**src/rtl/scr_det_pkg.sv**
```systemverilog
// Shared types and defaults for the multi-channel SCR fault detector.
//   scr_state_e : per-channel window state
//   DEF_*       : default timing (50 MHz clock) and sizing values
//   cnt_w_ok()  : elaboration-time check that the window counter cannot wrap
package scr_det_pkg;

  typedef enum logic [2:0] {
    ST_IDLE    = 3'd0,
    ST_BOD_WIN = 3'd1,
    ST_BLANK   = 3'd2,
    ST_BD_WIN  = 3'd3,
    ST_TAIL    = 3'd4
  } scr_state_e;

  localparam int DEF_NUM_CH   = 2;
  localparam int DEF_CNT_W    = 21;
  localparam int DEF_T_BOD    = 25000;   // 500 us
  localparam int DEF_T_BLANK  = 42400;   // 848 us
  localparam int DEF_T_BD     = 900000;  // 18 ms
  localparam int DEF_T_TAIL   = 5;
  localparam int DEF_FILT_LEN = 8;

  // The counter peaks at t_bd + t_tail; it must stay below 2**cnt_w.
  function automatic bit cnt_w_ok(input int cnt_w, input int t_bd, input int t_tail);
    if (cnt_w >= 31) return 1'b1;
    return (t_bd + t_tail) < (1 << cnt_w);
  endfunction

endpackage

```
**src/rtl/scr_fault_detector_mc_if.sv**
```systemverilog
// Bus between the trigger/sense front end and the detector.
//   i_trig          : per-channel trigger pulses (rising edge starts a channel)
//   i_signal        : raw optical sense input
//   i_signal_forbid : 1 forbids pulsing, forces all channels idle
//   o_bod, o_bd_n   : per-channel result of the last completed cycle
//   o_done          : per-channel one-clock strobe
//   dbg_state       : per-channel FSM state, for observation only
// Handshake: there is no back-pressure. o_done[k] is a one-clock valid strobe;
// o_bod[k]/o_bd_n[k] change on the same edge and hold until the next strobe,
// forbid or reset, so a consumer may sample them on o_done[k] or at any time.
interface scr_fault_detector_mc_if #(
  parameter int NUM_CH = 2
);
  import scr_det_pkg::*;

  logic [NUM_CH-1:0]             i_trig;
  logic                          i_signal;
  logic                          i_signal_forbid;
  logic [NUM_CH-1:0]             o_bod;
  logic [NUM_CH-1:0]             o_bd_n;
  logic [NUM_CH-1:0]             o_done;
  scr_state_e [NUM_CH-1:0]       dbg_state;

  modport master (
    output i_trig, i_signal, i_signal_forbid,
    input  o_bod, o_bd_n, o_done, dbg_state
  );

  modport slave (
    input  i_trig, i_signal, i_signal_forbid,
    output o_bod, o_bd_n, o_done, dbg_state
  );

endinterface

```
**src/rtl/scr_sense_filter.sv**
```systemverilog
// Debounce for the raw sense input. The output follows the input only after
// the input has differed from the output for FILT_LEN consecutive clocks.
//   clk, rst : clock, synchronous active-high reset (output and counter to 0)
//   in       : raw input
//   out      : filtered output
module scr_sense_filter #(
  parameter int FILT_LEN = 8
) (
  input  logic clk,
  input  logic rst,
  input  logic in,
  output logic out
);

  localparam int FW = (FILT_LEN < 2) ? 1 : $clog2(FILT_LEN);
  localparam logic [FW-1:0] LAST = FW'(FILT_LEN - 1);

  logic [FW-1:0] cnt;

  always_ff @(posedge clk) begin
    if (rst) begin
      out <= 1'b0;
      cnt <= '0;
    end else if (in == out) begin
      cnt <= '0;
    end else if (cnt == LAST) begin
      // FILT_LEN-th consecutive differing sample: accept the new level
      out <= in;
      cnt <= '0;
    end else begin
      cnt <= cnt + 1'b1;
    end
  end

endmodule

```
**src/rtl/scr_fault_detector_mc.sv**
```systemverilog
// Multi-channel SCR breakdown / BOD detector. NUM_CH trigger channels share
// one filtered optical sense input. After each trigger a channel walks
// BOD_WIN -> BLANK -> BD_WIN, reports BOD (early sense edge) and breakdown
// (sense edge in BD_WIN) with a one-clock o_done, then idles for T_TAIL clocks.
//   i_clk_50m : clock
//   i_rst     : synchronous active-high reset
//   bus       : trigger, sense, forbid inputs; bod, bd_n, done, debug outputs
module scr_fault_detector_mc
  import scr_det_pkg::*;
#(
  parameter int NUM_CH   = DEF_NUM_CH,
  parameter int CNT_W    = DEF_CNT_W,
  parameter int T_BOD    = DEF_T_BOD,
  parameter int T_BLANK  = DEF_T_BLANK,
  parameter int T_BD     = DEF_T_BD,
  parameter int T_TAIL   = DEF_T_TAIL,
  parameter int FILT_LEN = DEF_FILT_LEN
) (
  input logic                    i_clk_50m,
  input logic                    i_rst,
  scr_fault_detector_mc_if.slave bus
);

  if (!cnt_w_ok(CNT_W, T_BD, T_TAIL)) begin : g_cnt_w_check
    $error("scr_fault_detector_mc: CNT_W too small for T_BD + T_TAIL");
  end

  localparam logic [CNT_W-1:0] C_BOD   = CNT_W'(T_BOD);
  localparam logic [CNT_W-1:0] C_BLANK = CNT_W'(T_BLANK);
  localparam logic [CNT_W-1:0] C_BD    = CNT_W'(T_BD);
  localparam logic [CNT_W-1:0] C_TAIL0 = CNT_W'(T_BD + 1);
  localparam logic [CNT_W-1:0] C_END   = CNT_W'(T_BD + T_TAIL);

  logic              f_sig;
  logic              f_sig_q;
  logic              sedge;
  logic [NUM_CH-1:0] trig_q;
  logic [NUM_CH-1:0] tedge;
  logic [NUM_CH-1:0] bod_v;
  logic [NUM_CH-1:0] bd_n_v;
  logic [NUM_CH-1:0] done_v;

  scr_sense_filter #(.FILT_LEN(FILT_LEN)) u_filt (
    .clk (i_clk_50m),
    .rst (i_rst),
    .in  (bus.i_signal),
    .out (f_sig)
  );

  // Edge registers sample even during forbid so release cannot fake an edge.
  always_ff @(posedge i_clk_50m) begin
    if (i_rst) begin
      f_sig_q <= 1'b0;
      trig_q  <= '0;
    end else begin
      f_sig_q <= f_sig;
      trig_q  <= bus.i_trig;
    end
  end

  assign sedge = f_sig & ~f_sig_q;
  assign tedge = bus.i_trig & ~trig_q;

  for (genvar k = 0; k < NUM_CH; k++) begin : g_ch
    scr_state_e       state;
    logic [CNT_W-1:0] cnt;
    logic             bod_seen;
    logic             bd_seen;
    logic             bod_r;
    logic             bd_n_r;
    logic             done_r;
    logic             abort;

    // Any other channel firing cuts this channel's breakdown window short.
    assign abort = |(tedge & ~(NUM_CH'(1) << k));

    always_ff @(posedge i_clk_50m) begin
      if (i_rst) begin
        state    <= ST_IDLE;
        cnt      <= '0;
        bod_seen <= 1'b0;
        bd_seen  <= 1'b0;
        bod_r    <= 1'b0;
        bd_n_r   <= 1'b1;
        done_r   <= 1'b0;
      end else if (bus.i_signal_forbid) begin
        state  <= ST_IDLE;
        cnt    <= '0;
        bod_r  <= 1'b1;
        bd_n_r <= 1'b1;
        done_r <= 1'b0;
      end else begin
        done_r <= 1'b0;
        if (tedge[k]) begin
          // Start or restart; a partial cycle is dropped without a report.
          state    <= ST_BOD_WIN;
          cnt      <= CNT_W'(1);
          bod_seen <= 1'b0;
          bd_seen  <= 1'b0;
        end else begin
          case (state)
            ST_IDLE: cnt <= '0;
            ST_BOD_WIN: begin
              cnt <= cnt + 1'b1;
              if (sedge) bod_seen <= 1'b1;
              if (cnt == C_BOD) state <= ST_BLANK;
            end
            ST_BLANK: begin
              cnt <= cnt + 1'b1;
              if (cnt == C_BLANK) state <= ST_BD_WIN;
            end
            ST_BD_WIN: begin
              if (cnt == C_BD || abort) begin
                // A sense edge on the closing cycle still counts.
                bod_r  <= bod_seen;
                bd_n_r <= ~(bd_seen | sedge);
                done_r <= 1'b1;
                state  <= ST_TAIL;
                cnt    <= C_TAIL0;  // aligns the tail after an early abort
              end else begin
                cnt <= cnt + 1'b1;
                if (sedge) bd_seen <= 1'b1;
              end
            end
            ST_TAIL: begin
              if (cnt == C_END) begin
                state <= ST_IDLE;
                cnt   <= '0;
              end else begin
                cnt <= cnt + 1'b1;
              end
            end
            default: begin
              state <= ST_IDLE;
              cnt   <= '0;
            end
          endcase
        end
      end
    end

    assign bod_v[k]         = bod_r;
    assign bd_n_v[k]        = bd_n_r;
    assign done_v[k]        = done_r;
    assign bus.dbg_state[k] = state;
  end

  assign bus.o_bod  = bod_v;
  assign bus.o_bd_n = bd_n_v;
  assign bus.o_done = done_v;

endmodule

```
**src/flat_wrapper.sv**
```systemverilog
// flat-port wrapper written by rule: the top's interface ports become plain ports
module scr_fault_detector_mc_flat import scr_det_pkg::*;
#(
  parameter int NUM_CH   = DEF_NUM_CH,
  parameter int CNT_W    = DEF_CNT_W,
  parameter int T_BOD    = DEF_T_BOD,
  parameter int T_BLANK  = DEF_T_BLANK,
  parameter int T_BD     = DEF_T_BD,
  parameter int T_TAIL   = DEF_T_TAIL,
  parameter int FILT_LEN = DEF_FILT_LEN
)
  (i_clk_50m, i_rst, bus_i_trig, bus_i_signal, bus_i_signal_forbid, bus_o_bod, bus_o_bd_n, bus_o_done, bus_dbg_state);
  scr_fault_detector_mc_if #(.NUM_CH(NUM_CH)) bus_i ();
  input logic i_clk_50m;
  input logic i_rst;
  input wire logic [$bits(bus_i.i_trig)-1:0] bus_i_trig;
  input wire logic [$bits(bus_i.i_signal)-1:0] bus_i_signal;
  input wire logic [$bits(bus_i.i_signal_forbid)-1:0] bus_i_signal_forbid;
  output wire logic [$bits(bus_i.o_bod)-1:0] bus_o_bod;
  output wire logic [$bits(bus_i.o_bd_n)-1:0] bus_o_bd_n;
  output wire logic [$bits(bus_i.o_done)-1:0] bus_o_done;
  output wire logic [$bits(bus_i.dbg_state)-1:0] bus_dbg_state;
  assign bus_i.i_trig = bus_i_trig;
  assign bus_i.i_signal = bus_i_signal;
  assign bus_i.i_signal_forbid = bus_i_signal_forbid;
  assign bus_o_bod = bus_i.o_bod;
  assign bus_o_bd_n = bus_i.o_bd_n;
  assign bus_o_done = bus_i.o_done;
  assign bus_dbg_state = bus_i.dbg_state;
  scr_fault_detector_mc #(.NUM_CH(NUM_CH), .CNT_W(CNT_W), .T_BOD(T_BOD), .T_BLANK(T_BLANK), .T_BD(T_BD), .T_TAIL(T_TAIL), .FILT_LEN(FILT_LEN)) u_core (.i_clk_50m(i_clk_50m), .i_rst(i_rst), .bus(bus_i));
endmodule
```
**config.mk**
```make
export PLATFORM = sky130hd
export DESIGN_NAME = scr_fault_detector_mc_flat
export DESIGN_NICKNAME = d
export VERILOG_FILES = /design/src/rtl/scr_det_pkg.sv /design/src/rtl/scr_fault_detector_mc_if.sv /design/src/rtl/scr_sense_filter.sv /design/src/rtl/scr_fault_detector_mc.sv /design/src/flat_wrapper.sv
export SDC_FILE = /design/constraint.sdc
export NUM_CORES = 1
export LEC_CHECK = 0
export CORE_MARGIN = 2
export CORE_UTILIZATION = 31
export CTS_CLUSTER_SIZE = 30
export DETAILED_ROUTE_END_ITERATION = 6
export DONT_BUFFER_PORTS = 1
export HOLD_SLACK_MARGIN = 0.12
export PLACE_DENSITY = 0.49
export SYNTH_ARGS = -nofsm -noshare
export SYNTH_HDL_FRONTEND = slang
export SYNTH_SLANG_ARGS = --single-unit
export TNS_END_PERCENT = 10
```
**constraint.sdc**
```tcl
create_clock -name i_clk_50m -period 4.2 [get_ports i_clk_50m]
set_input_delay 1.26 -clock i_clk_50m [delete_from_list [all_inputs] [get_ports i_clk_50m]]
set_output_delay 1.26 -clock i_clk_50m [all_outputs]
set_load 0.02 [all_outputs]
```
==> reports/results.tsv <==
metric	value	unit
run status	completed	
Iteration-0 DRC Markers	123	
Root Buffer	clkbuf_8	
Area growth syn-to-layout	10.14	%
all-layer global routing usage	13.64	%
RSZ-0062 raised after global routing	false	
WL final	7089	µm
CP Max Fanout	11	
H-tree depth	3	
CTS tree	yes	
initial antenna violation count	0	
crit-path max cell delay	0.63	ns
Syn Inst Count	365	
Worst-Skew Late Latency	0.35	ns
ys flop type	dfxtp_1	
Chip Width	105.7	µm
postcts setup bufs	0	
Worst-Margin Slew	0.9872	ns
Initial Util	31.49	%
Final period util	60.97	%
PwrDens	369.1	mW/mm²
minimum clock period	2.561	ns
Longest Clk Path Bufs	2	
Worst setup SP type	register	
Buf/Inv on CP	0	
CP Data Required Time	4.40	ns
Fin Clk Skew	0.01382	ns
syn_area_per_cell	8.786	µm²
# rows	37	
FF/Latch Area	0.001301	mm²
Fmax	390.5	MHz
Clock transition at path regs	0.08	ns
# nets final	376	
Post-DRT Antenna Nets	0	
most frequent cells in the layout	dfxtp_1, nor2_1, nand2_1, xor2_1	
CTS Buf Count	9	
Async SR Flop Fraction	0	%
Post-synth EDFFs	0	
syn_nets	379	
maximum vdd drop	0.0001989	V
I/O pins	18	
clock sink total	65	
number of global-route vias before repair	2459	
Vias/cell	5.099	
Final Hold Vio Count	0	
WL/cell	14.09	µm
first-pass GRT wire length	12230	µm
Slowest-stage cell, CP	o21ai_1	
setup TNS	0	ns
routability cong.	0.7679	
hold_buf cts	0	
kind of critical path	register to register	
Synth cell types	54	
min-delay worst type	register to register	
layout cells sized above 1	7.902	%
top-area cell type share of the netlist area	40.58	%
# DRC	0	
Synth Register Bits	65	
diode count	0	
Yosys warning count	0	
grt total ovfl	0	
largest net degree at the start of global routing	19	
sequential area share after synthesis	40.58	%
die height	105.7	µm
most common cell after layout, fill and taps aside	dfxtp_1	
Die Area	0.01117	mm²
Max Slew Vio Count	0	
DR pass1 iterations	4	
post-layout util	34.68	%
post-detail-place hpwl	4997	µm
synthesized cell area	0.003207	mm²
Max Cap Viol	0	
Worst path top cell family by delay	compound AO/OA/AOI/OAI gates	
Port-buffer cells	0	
post_cts resized	0	
post-synth top area cell	dfxtp_1	
CP Cell Sequence	or4b_1, nor4_4, a41oi_1, o21ai_1, o21ai_0	
synth top area cells	dfxtp_1, xor2_1, nor2_1, xnor2_1, nand2_1	
arrival time worst endpoint	2.76	ns
fillcell total	1090	
Pleak	1.128	nW
final setup vio count	0	
vias	2565	
relative slew slack	33.58	%
area of the multi-input gates	0.001784	mm²
Setup crit end kind	register	
core area	0.01018	mm²
## per-stage QoR
| step | std cells | setup slack, ns | power (W) | hold WS [ns] | area (µm²) |
|---|---|---|---|---|---|
| after floorplan | 365 | 1.728 | 0.0006722 | 0.4056 | 3207 |
| after detailed placement | 487 | 1.516 | 0.0006774 | 0.4410 | 3293 |
| final | 503 | 1.639 | 0.001304 | 0.4416 | 3532 |
| after global routing | 503 | 1.379 | 0.001346 | 0.4722 | 3532 |
| after CTS | 503 | 1.603 | 0.001318 | 0.4525 | 3532 |
| after global placement | 487 | 1.549 | 0.0006774 | 0.4269 | 3293 |
## cells in the mapped netlist, types with 2 or more instances
library cell   n
nand4_1       14
nor4bb_1       2
xnor2_1       15
xor2_1        25
and2_1         2
a31o_2         2
o21ai_0       13
and4_1         4
dfxtp_1       65
buf_4          7
inv_1          8
and3_1         5
nor4_1         8
o21bai_1       2
a31oi_1        7
nand4b_1       2
nor4b_1        6
nor2_1        39
o22ai_1        2
nor3b_1        4
a41oi_1        2
and3b_1        2
nor3_1        10
nand2_1       28
nand2b_1       2
clkbuf_1       6
nand3_1       19
a21oi_1       19
nor4_4         2
nor2b_1       11
ha_1           8
or2_2          2
## per-layer routing
metal	routed length [µm]	global-route usage, %	up-vias
met1	3544	18.55	1218
met5	0	0	-
met2	3207	21.06	38
met4	97	4.793	0
li1	-	-	1303
met3	239	3.278	6
## where the power goes
group / internal [W] / total [W] / switching, W / leakage, nW
Clock: 0.000383 / 0.000641 / 0.000257 / 0.123
Combinational: 0.0000128 / 0.0000329 / 0.0000201 / 0.480
Sequential: 0.000621 / 0.000630 / 0.00000873 / 0.525
## flip-flops by register name (all words and copies together) (netlist names)
signal                cells
u_core.g_ch.cnt          42
u_core.trig_q             2
u_core.g_ch.bod_r         2
u_core.g_ch.bd_seen       2
u_core.f_sig_q            1
u_core.g_ch.done_r        2
u_core.g_ch.state         6
u_core.g_ch.bd_n_r        2
u_core.u_filt.out         1
u_core.u_filt.cnt         3
u_core.g_ch.bod_seen      2
## cell families after synthesis
logic type | share of synthesized area, %
muxes | 0.3121
xor gates and xnor gates | 10.92
AOI/OAI and AO/OA | 11.82
and+or+nand+nor | 29.46
buffers and inverters | 3.784
adders and majority gates | 3.121
DFF | 40.58
## final cells by class
cell class	count	area share, %
clock buffers	12	4.676
well taps	136	4.818
multi-input cells	277	50.51
clock inverters	4	2.090
inverters	8	0.8502
flip-flops and latches	65	36.84
repair buffers	1	0.2125
## final timing paths
check / from / endpoint / slack, ns / cells after the start
setup / recovery: u_core.g_ch[1].cnt[10]$_SDFF_PP0_ / u_core.g_ch[1].cnt[13]$_SDFF_PP0_ / 1.64 / 5
hold reg to reg: u_core.u_filt.cnt[0]$_SDFF_PP0_ / u_core.u_filt.cnt[0]$_SDFF_PP0_ / 0.44 / 1
setup reg to reg: u_core.g_ch[1].cnt[10]$_SDFF_PP0_ / u_core.g_ch[1].cnt[13]$_SDFF_PP0_ / 1.64 / 5
hold / removal: u_core.u_filt.cnt[0]$_SDFF_PP0_ / u_core.u_filt.cnt[0]$_SDFF_PP0_ / 0.44 / 1
Power figures use the tool's default switching activity.
